--- src/rtl/jt7759_phrase_seq.sv ---
`default_nettype none
// ============================================================================
// Module   : jt7759_phrase_seq
// Purpose  : Queues host phrase numbers and plays them back-to-back on a
//            jt7759 in stand-alone mode: present din, pulse stn, then wait
//            for busyn to fall and rise again before the next phrase.
// Ports    : clk, rstn (async, active low), cen (640 kHz enable)
//            cmd_we/cmd_din/flush           host side
//            cmd_full/cmd_empty/ovf/tmo_err status (ovf, tmo_err sticky)
//            playing/cur_phr/done           sequencer status
//            stn/din/busyn                  jt7759 side
// Revision : 1.0 - initial release
// ============================================================================
module jt7759_phrase_seq #(
  parameter int DEPTH = 8,   // power of two, 2..64
  parameter int STW   = 2,   // stn low width in cen ticks, 1..15
  parameter int GAP   = 4,   // idle cen ticks between phrases, 0..255
  parameter int TMO   = 64   // cen ticks allowed for busyn to fall, 1..255
) (
  input  logic       clk,
  input  logic       rstn,
  input  logic       cen,
  input  logic       cmd_we,
  input  logic [7:0] cmd_din,
  input  logic       flush,
  output logic       cmd_full,
  output logic       cmd_empty,
  output logic       ovf,
  output logic       tmo_err,
  output logic       playing,
  output logic [7:0] cur_phr,
  output logic       done,
  output logic       stn,
  output logic [7:0] din,
  input  logic       busyn
);

  localparam int            AW       = $clog2(DEPTH);
  localparam logic [AW:0]   FULL_CNT = (AW+1)'(DEPTH);

  typedef enum logic [2:0] {
    IDLE  = 3'd0,
    SETUP = 3'd1,
    START = 3'd2,
    WAITB = 3'd3,
    PLAY  = 3'd4,
    GAPW  = 3'd5
  } state_t;

  state_t        state, state_nx;
  logic [7:0]    mem [DEPTH];
  logic [AW-1:0] wr_ptr, rd_ptr;
  logic [AW:0]   count;
  logic [7:0]    cnt, cnt_nx;
  logic          push, pop;
  logic          stn_nx, done_nx, tmo_set;

  assign cmd_full  = (count == FULL_CNT);
  assign cmd_empty = (count == '0);
  assign playing   = (state != IDLE);

  // flush wins over a same-cycle write; the write is silently dropped
  assign push = cmd_we && !cmd_full && !flush;

  always_comb begin
    state_nx = state;
    cnt_nx   = cnt;
    stn_nx   = stn;
    done_nx  = 1'b0;
    tmo_set  = 1'b0;
    pop      = 1'b0;
    case (state)
      // The pop is the only step not qualified by cen, so a queued phrase
      // leaves the FIFO on the very next clk once the chip is free.
      IDLE: begin
        if (!cmd_empty && busyn && !flush) begin
          pop      = 1'b1;
          state_nx = SETUP;
        end
      end
      SETUP: begin
        if (cen) begin
          state_nx = START;
          stn_nx   = 1'b0;
          cnt_nx   = 8'(STW - 1);
        end
      end
      START: begin
        if (cen) begin
          if (cnt == 8'd0) begin
            stn_nx   = 1'b1;
            state_nx = WAITB;
            cnt_nx   = 8'(TMO);
          end else begin
            cnt_nx = cnt - 8'd1;
          end
        end
      end
      // cnt counts remaining ticks; the last allowed tick is cnt==1
      WAITB: begin
        if (cen) begin
          if (!busyn) begin
            state_nx = PLAY;
          end else if (cnt <= 8'd1) begin
            tmo_set  = 1'b1;
            state_nx = IDLE;
          end else begin
            cnt_nx = cnt - 8'd1;
          end
        end
      end
      PLAY: begin
        if (cen && busyn) begin
          done_nx  = 1'b1;
          cnt_nx   = 8'(GAP);
          state_nx = GAPW;
        end
      end
      GAPW: begin
        if (cen) begin
          if (cnt == 8'd0) begin
            state_nx = IDLE;
          end else begin
            cnt_nx = cnt - 8'd1;
          end
        end
      end
      default: state_nx = IDLE;
    endcase
  end

  always_ff @(posedge clk or negedge rstn) begin
    if (!rstn) begin
      state   <= IDLE;
      cnt     <= 8'd0;
      stn     <= 1'b1;
      done    <= 1'b0;
      din     <= 8'd0;
      cur_phr <= 8'd0;
      wr_ptr  <= '0;
      rd_ptr  <= '0;
      count   <= '0;
      ovf     <= 1'b0;
      tmo_err <= 1'b0;
    end else begin
      state <= state_nx;
      cnt   <= cnt_nx;
      stn   <= stn_nx;
      done  <= done_nx;

      if (pop) begin
        din     <= mem[rd_ptr];
        cur_phr <= mem[rd_ptr];
        rd_ptr  <= rd_ptr + AW'(1);
      end
      if (push) begin
        wr_ptr <= wr_ptr + AW'(1);
      end

      // flush only empties the queue; a phrase in flight keeps running
      if (flush) begin
        count  <= '0;
        wr_ptr <= '0;
        rd_ptr <= '0;
      end else if (push && !pop) begin
        count <= count + (AW+1)'(1);
      end else if (pop && !push) begin
        count <= count - (AW+1)'(1);
      end

      if (flush) begin
        ovf <= 1'b0;
      end else if (cmd_we && cmd_full) begin
        ovf <= 1'b1;
      end

      if (flush) begin
        tmo_err <= 1'b0;
      end else if (tmo_set) begin
        tmo_err <= 1'b1;
      end
    end
  end

  // storage needs no reset: only entries between the pointers are ever read
  always_ff @(posedge clk) begin
    if (push) begin
      mem[wr_ptr] <= cmd_din;
    end
  end

endmodule
`default_nettype wire
--- config.mk ---
export PLATFORM = sky130hd
export DESIGN_NAME = jt7759_phrase_seq
export DESIGN_NICKNAME = d
export VERILOG_FILES = /design/src/rtl/jt7759_phrase_seq.sv
export SDC_FILE = /design/constraint.sdc
export NUM_CORES = 1
export LEC_CHECK = 0
export ABC_AREA = 1
export ABC_CLOCK_PERIOD_IN_PS = 5300
export BUFFER_PORTS_ARGS = -buffer_cell sky130_fd_sc_hd__clkbuf_2
export CORE_MARGIN = 1.5
export CORE_UTILIZATION = 25
export CTS_CLUSTER_DIAMETER = 120
export DETAILED_ROUTE_END_ITERATION = 7
export GPL_ROUTABILITY_DRIVEN = 1
export GPL_TIMING_DRIVEN = 0
export PLACE_DENSITY_LB_ADDON = 0.15
export SLEW_MARGIN = 40
export SYNTH_ARGS = -nofsm -noshare
export SYNTH_HDL_FRONTEND = slang
export SYNTH_SLANG_ARGS = --single-unit
--- constraint.sdc ---
create_clock -name clk -period 5.3 [get_ports clk]
set_clock_uncertainty 0.1 [all_clocks]
set_input_delay 1.325 -clock clk [delete_from_list [all_inputs] [get_ports clk]]
set_output_delay 1.325 -clock clk [all_outputs]
set_load 0.02 [all_outputs]
### Word-level counts from Yosys, hierarchy flattened

Memories as Yosys holds them, arrays and structs flattened. A register that Yosys moved wholly into a read port is not among the register bits.
Index checks and enable logic that the tools add are counted.

| cells by class | value |
|---|---|
| order comparisons | 1 |
| reductions and logical operators | 28 |
| equality and inequality tests | 18 |
| $add $sub $neg | 5 |
| multiplexer cells | 46 |

Operators with widths:

| kind | count |
|---|---|
| $mux 8 | 9 |
| $mux 3 | 14 |
| $pmux 8 s5 | 1 |
| $ne 2x2->1 const B | 11 |
| $pmux 3 s6 | 1 |
| $reduce_and 9->1 | 2 |
| $mux 1 | 17 |
| $mux 4 | 3 |
| $reduce_bool 2->1 | 5 |
| $le 8x1->1 const B | 1 |
| $logic_and 1x1->1 | 8 |
| $logic_not 8->1 | 1 |
| $sub 8x1->8 const B | 1 |
| $add 3x1->3 const B | 2 |
| $eq 3x2->1 const B | 2 |
| $eq 3x3->1 const B | 2 |
| $logic_not 1->1 | 6 |
| $reduce_bool 3->1 | 2 |
| $reduce_bool 5->1 | 1 |
| $add 4x1->4 const B | 1 |
| $eq 4x4->1 const B | 1 |
| $logic_not 4->1 | 1 |
| $reduce_and 4->1 | 1 |
| $sub 4x1->4 const B | 1 |
| 4 further kinds | 4 |

| word-level totals | value |
|---|---|
| input bits | 14 |
| bits in registers | 25 |
| memories | 1 |
| word-level logic and storage cells | 108 |
| RAM bits | 64 |

Memory list:

| memory | words | bits a word | read ports | clocked after Yosys merged registers in | wr ports | RTL line | text |
|---|---|---|---|---|---|---|---|
| mem | 8 | 8 | 1 | 1 | 1 | 51 | `logic [7:0] mem [DEPTH];` |

### Depth between registers and ports, before layout

| logic depth | value |
|---|---|
| depth in word-level cells | 10 |
| mapped depth | 16 |

### Worst setup path after synthesis

OpenSTA, ideal clock, no wires.

| path | value |
|---|---|
| path type | input port to flip-flop |
| from | input flush |
| to | register count[3] |
| arrival | 2604 ps |
| stages on the path | 14 |
| slack | 2479 ps |
| required time | 5083 ps |
| setup time | 117 ps |
| path through | inv_1 > nand3_1 > inv_2 > nand2_1 > ha_1 > nand3_1 > nand3_1 > nand2_1 > nand2_1 > inv_1 > nand2_1 > nand2_1 > nand2_1 > nand2_1 |

| between the ends | value |
|---|---|
| longest elaborated chain between the ends | 8 |
| elaborated cells on any way between the ends | 12 |
| classes of those cells | 4 x mux; 8 x reduce/logical |

RTL lines:

| item | RTL line | text |
|---|---|---|
| start: declaration | 25 | `input logic flush,` |
| $logic_not 1->1 | 63, 76 |  |
| $logic_and 1x1->1 | 76 | `if (!cmd_empty && busyn && !flush) begin` |
| $mux 1 | 76 |  |
| $mux 1 | 72 | `case (state)` |
| $logic_not 1->1 | 165 | `end else if (push && !pop) begin` |
| $logic_and 1x1->1 | 165 |  |
| $mux 4 | 165 |  |
| $mux 4 | 161 | `if (flush) begin` |
| end signal: assignment | 166 | `count <= count + (AW+1)'(1);` |
| end signal: assignment | 168 | `count <= count - (AW+1)'(1);` |
| end: declaration | 53 | `logic [AW:0] count;` |

Parallel ways exist; a longest one is shown, timed or not.
A chain may end at the register's enable or synchronous reset.

### Worst setup path in the final report

Ends and elaborated chain as after synthesis.

==> results.txt <==
- The flow ran to the end, and the final reports show no timing, DRC or antenna violations.
- Final-layout fill cell count: 1912
* Filler-free cell count of the finished design: 762
- RSZ-0062 raised after global routing: no
- Number of enable-type register cells in the synthesized netlist: 64
* Layout cells sized above 1: 18.20%
* Core outline area: 18020 sq um
- Counting flops with an async set or reset pin after synthesis yields a share of between 30 and 40%.
- Largest buffer count on any clock path: 2
* Crit path required time: 5.46 ns
- Placed instance count: 746
- Gates resized during post-CTS repair numbered 0.
- At the end of routability-driven placement, the weighted congestion stood at approximately 0.80.
- In the final routed layout, each cell accounts on average for 15.46 microns.
- Summing all non-filler instances in the final layout gives an area of 5419 sq um.
* LEAKAGE: between 2 and 2.5 nW
* Fin. max-slew vios: 0
* Cell types with the largest area share after synthesis: edfxtp_1 42%, dfrtp_1 17%, nand2_1 9.1%
- Along the worst path, the maximum fanout reaches 8.
* Combinational Power Share: between 30% and 40%
- Counting every sink on the clock net gives 97.
- Via count: 3407
- The cell count after synthesis came out at about 480.
- Switching power: 1.103 mW
- The share of synthesized area in the top cell type comes to about two fifths.
- Die W: roughly 140 microns
- Relative max-transition margin: 56.02%
- Top cell type by total area after synthesis: edfxtp_1
- Slew at the pin with the worst max-slew slack: 0.6590 ns
* Synth Warn #: 0
* Total number of placement rows: 49
* Initial DRC count: 175
* Clock slew seen by the registers of the worst setup and hold paths: 0.08 ns
* Mean cell area of the mapped netlist: 9.612 sq um
- Counting flops and latches in the post-synthesis netlist gives 97.
- The min-delay analysis places its worst path in the category flip-flop to flip-flop.
* DIE HEIGHT: roughly 140 microns
- STA classifies the critical path startpoint as an input port.
* Slowest stage cell, crit path: ha_1
- List of cells traversed by the critical path: clkbuf_2 > inv_1 > nand3_1 > inv_2 > nand2_1 > ha_1 > nand3_1 > nand3_1 > nand2_1 > nand2_1 > inv_1 > nand2_1 > nand2_1 > nand2_1 > nand2_1
- Nets@finish: between 500 and 600
- Counting both buffers and inverters, the worst setup path holds a total of 4.
- Type of the setup path with the least slack: input port to flip-flop
- The internal portion of the total power is 1.584 mW.
- The H-tree was split into 3 levels.
- Postcts setup bufs: 0
- Setup-failing EPs final: 0
- Post-DP HPWL: 7876 microns
- Sequential elements use 59.46% of the synthesized area.
- Highest clock frequency the design can meet: 0.3523 GHz
* Total I/O pin count: 37
- Sequential cells burn 37.0% of the power.
- CP peak stage delay: 0.38 ns
- CTS tree: built
* Area of the mapped netlist: between 4000 and 5000 sq um
- The netlist uses 34 different library cells.
- The final count of hold timing violations came to 0.
- Once the floorplan was initialized, standard cells occupied approximately 26% of the core.
- Compared with the post-synthesis result, the final layout area differs by 17.21%.
* Clk Tree Root Cell: clkbuf_16
- The first global-routing pass estimated roughly 19000 microns of wire.
- Area enclosed by the die boundary: 19320 sq um
* Total routed wirelength: approximately 12000 microns
- Clock latency on the worst-skew pair: 0.36 ns
* Most used cell along the critical path: nand2_1
- Entering global routing, the biggest net connects 34 pins.
- Across the VDD grid, the largest voltage drop is 0.1922 mV.
- The clock period could shrink to 2.839 ns.
* Vias in the first global route: 3450
- Leading cell type by number of instances after synthesis: nand2_1
- In the routed layout, each cell is associated on average with a via count of roughly 4.5.
- After routing, the total negative slack on setup checks comes to 0 ns.
- The clock network is responsible for 25.1% of the overall power.
- Family of cells with the greatest summed delay on the critical path: simple AND/OR/NAND/NOR gates
* Synth Flop Type: edfxtp_1
- Top cells by instance count after synthesis: 112 x nand2_1, 71 x nor2_1, 64 x edfxtp_1
- CP Data Arrival Time: between 2 and 3 ns
- Fin crit share: 53.56%
- The number of antenna violations at the first check in global routing was 0.
- Count of port buffers added during placement: 36
- Number of hold-repair buffers added at the cts stage: 0
- Global routing finished with a remaining overflow of 0.
- P per Cell Area: roughly 500 nW/um^2
* Cell area reported after detailed placement: 5107 sq um
- The count of nets left with antenna violations once routing finished came out at 0.
- After detailed routing, the number of remaining DRC violations is 0.
* Antenna diode instance count: 0
- The number of clock buffers added by TritonCTS is 9.
* GRT Resource Usage Total: 12.70%
* Syn Nets: 503
* Sw Ratio: 41.04%
- Category of the worst setup path capture point: flip-flop
* Number of iterations in the first detailed-routing pass: 5
- Max-cap viol count: 0
==> area by class of cell <==
type	instances	area (sq um)	area share [%]
clock buffers	9	225.2	4.156
flip-flops and latches	97	2749	50.73
inverters	42	157.7	2.909
repair buffers	36	182.7	3.371
well taps	229	286.5	5.287
clock inverters	7	81.33	1.501
multi-input cells	320	1607	29.65
plain buffers	22	130.1	2.401
==> cells in the final DEF (no fill, tap or decap), types with 2 or more instances in the layout <==
| cell | Yosys | layout |
|---|---|---|
| nand2_2 | 2 | 2 |
| inv_6 | 0 | 2 |
| clkinv_8 | 0 | 2 |
| inv_8 | 0 | 2 |
| o211ai_1 | 16 | 16 |
| o21ai_2 | 3 | 3 |
| dfrtp_1 | 32 | 32 |
| edfxtp_1 | 64 | 64 |
| clkbuf_1 | 8 | 8 |
| a21oi_1 | 7 | 7 |
| o21ai_0 | 38 | 38 |
| clkinv_1 | 3 | 3 |
| xor2_1 | 2 | 2 |
| inv_1 | 34 | 34 |
| nor2_2 | 3 | 11 |
| nand4_1 | 8 | 8 |
| o21ai_1 | 4 | 4 |
| nand3_2 | 3 | 3 |
| clkbuf_16 | 0 | 9 |
| ha_1 | 7 | 7 |
| nor2_1 | 71 | 63 |
| clkbuf_2 | 0 | 35 |
| nand2_1 | 112 | 112 |
| buf_4 | 10 | 10 |
| nand3_1 | 33 | 33 |
| nor2_4 | 3 | 3 |
| inv_2 | 5 | 5 |
| buf_2 | 2 | 2 |
==> cell families (layout without fill, tap and decap cells) <==
logic type      after synthesis  in the layout  synth area share [%]
simple gates                240            240                 22.79
flops                        97             97                 59.46
compound gates               69             69                 8.633
buf+inv                      64            116                 6.224
fa+ha+maj                     8              8                 2.327
xor+xnor                      3              3                0.5684
==> power by group through the flow <==
stage                     combinational [mW]  clock (mW)  sequential, mW
after global routing                    1.16       0.719            1.01
after CTS                               1.03       0.691           0.996
after floorplan                        0.719           0            1.02
after detailed placement                1.03           0            1.01
final                                   1.02       0.675           0.993
after global placement                  1.01           0            1.01
==> state kept, by name, summed over array words and instances, names as in the netlist <==
register,cells
ovf,1
done,1
state,3
din,8
mem,64
count,4
stn,1
wr_ptr,3
tmo_err,1
cnt,8
rd_ptr,3
==> per-layer routing <==
layer / wire length (microns) / vias to the layer above / GRT usage, %
met1: 5666 / 1624 / 16.39
li1: - / 1706 / -
met4: 193 / 0 / 4.770
met5: 0 / - / 0
met3: 435 / 13 / 1.968
met2: 5484 / 64 / 21.47
==> through the flow <==
| step | hold WS, ns | setup WS, ns | total power, mW | util [%] |
|---|---|---|---|---|
| 3_3_place_gp | 0.3715 | 1.885 | 2.023 | 28.24 |
| 3_5_place_dp | 0.3697 | 2.020 | 2.040 | 28.34 |
| 4_1_cts | 0.3825 | 2.392 | 2.720 | 30.04 |
| 6_report | 0.3802 | 2.461 | 2.687 | 30.06 |
| 2_1_floorplan | 0.3707 | 2.479 | 1.743 | - |
| 5_1_grt | 0.4020 | 2.296 | 2.890 | 30.06 |
==> worst paths after layout <==
| kind | startpoint | endpoint | depth (start not counted) | slack [ns] |
|---|---|---|---|---|
| worst max-delay path | flush | count[3] | 15 | 2.46 |
| worst min register to register | stn | stn | 2 | 0.38 |
| max in group asynchronous | rstn | stn | 1 | 3.89 |
| worst max register to register | state[1] | count[3] | 12 | 3.11 |
| min in group asynchronous | rstn | state[2] | 1 | 0.86 |
| worst min-delay path | stn | stn | 2 | 0.38 |
==> tightest hold or removal path, stage by stage (launching register included) <==
cell and delay, ns:
dfstp_2 0.37, nand2_1 0.07, o21ai_2 0.05
Power figures use the tool's default switching activity.
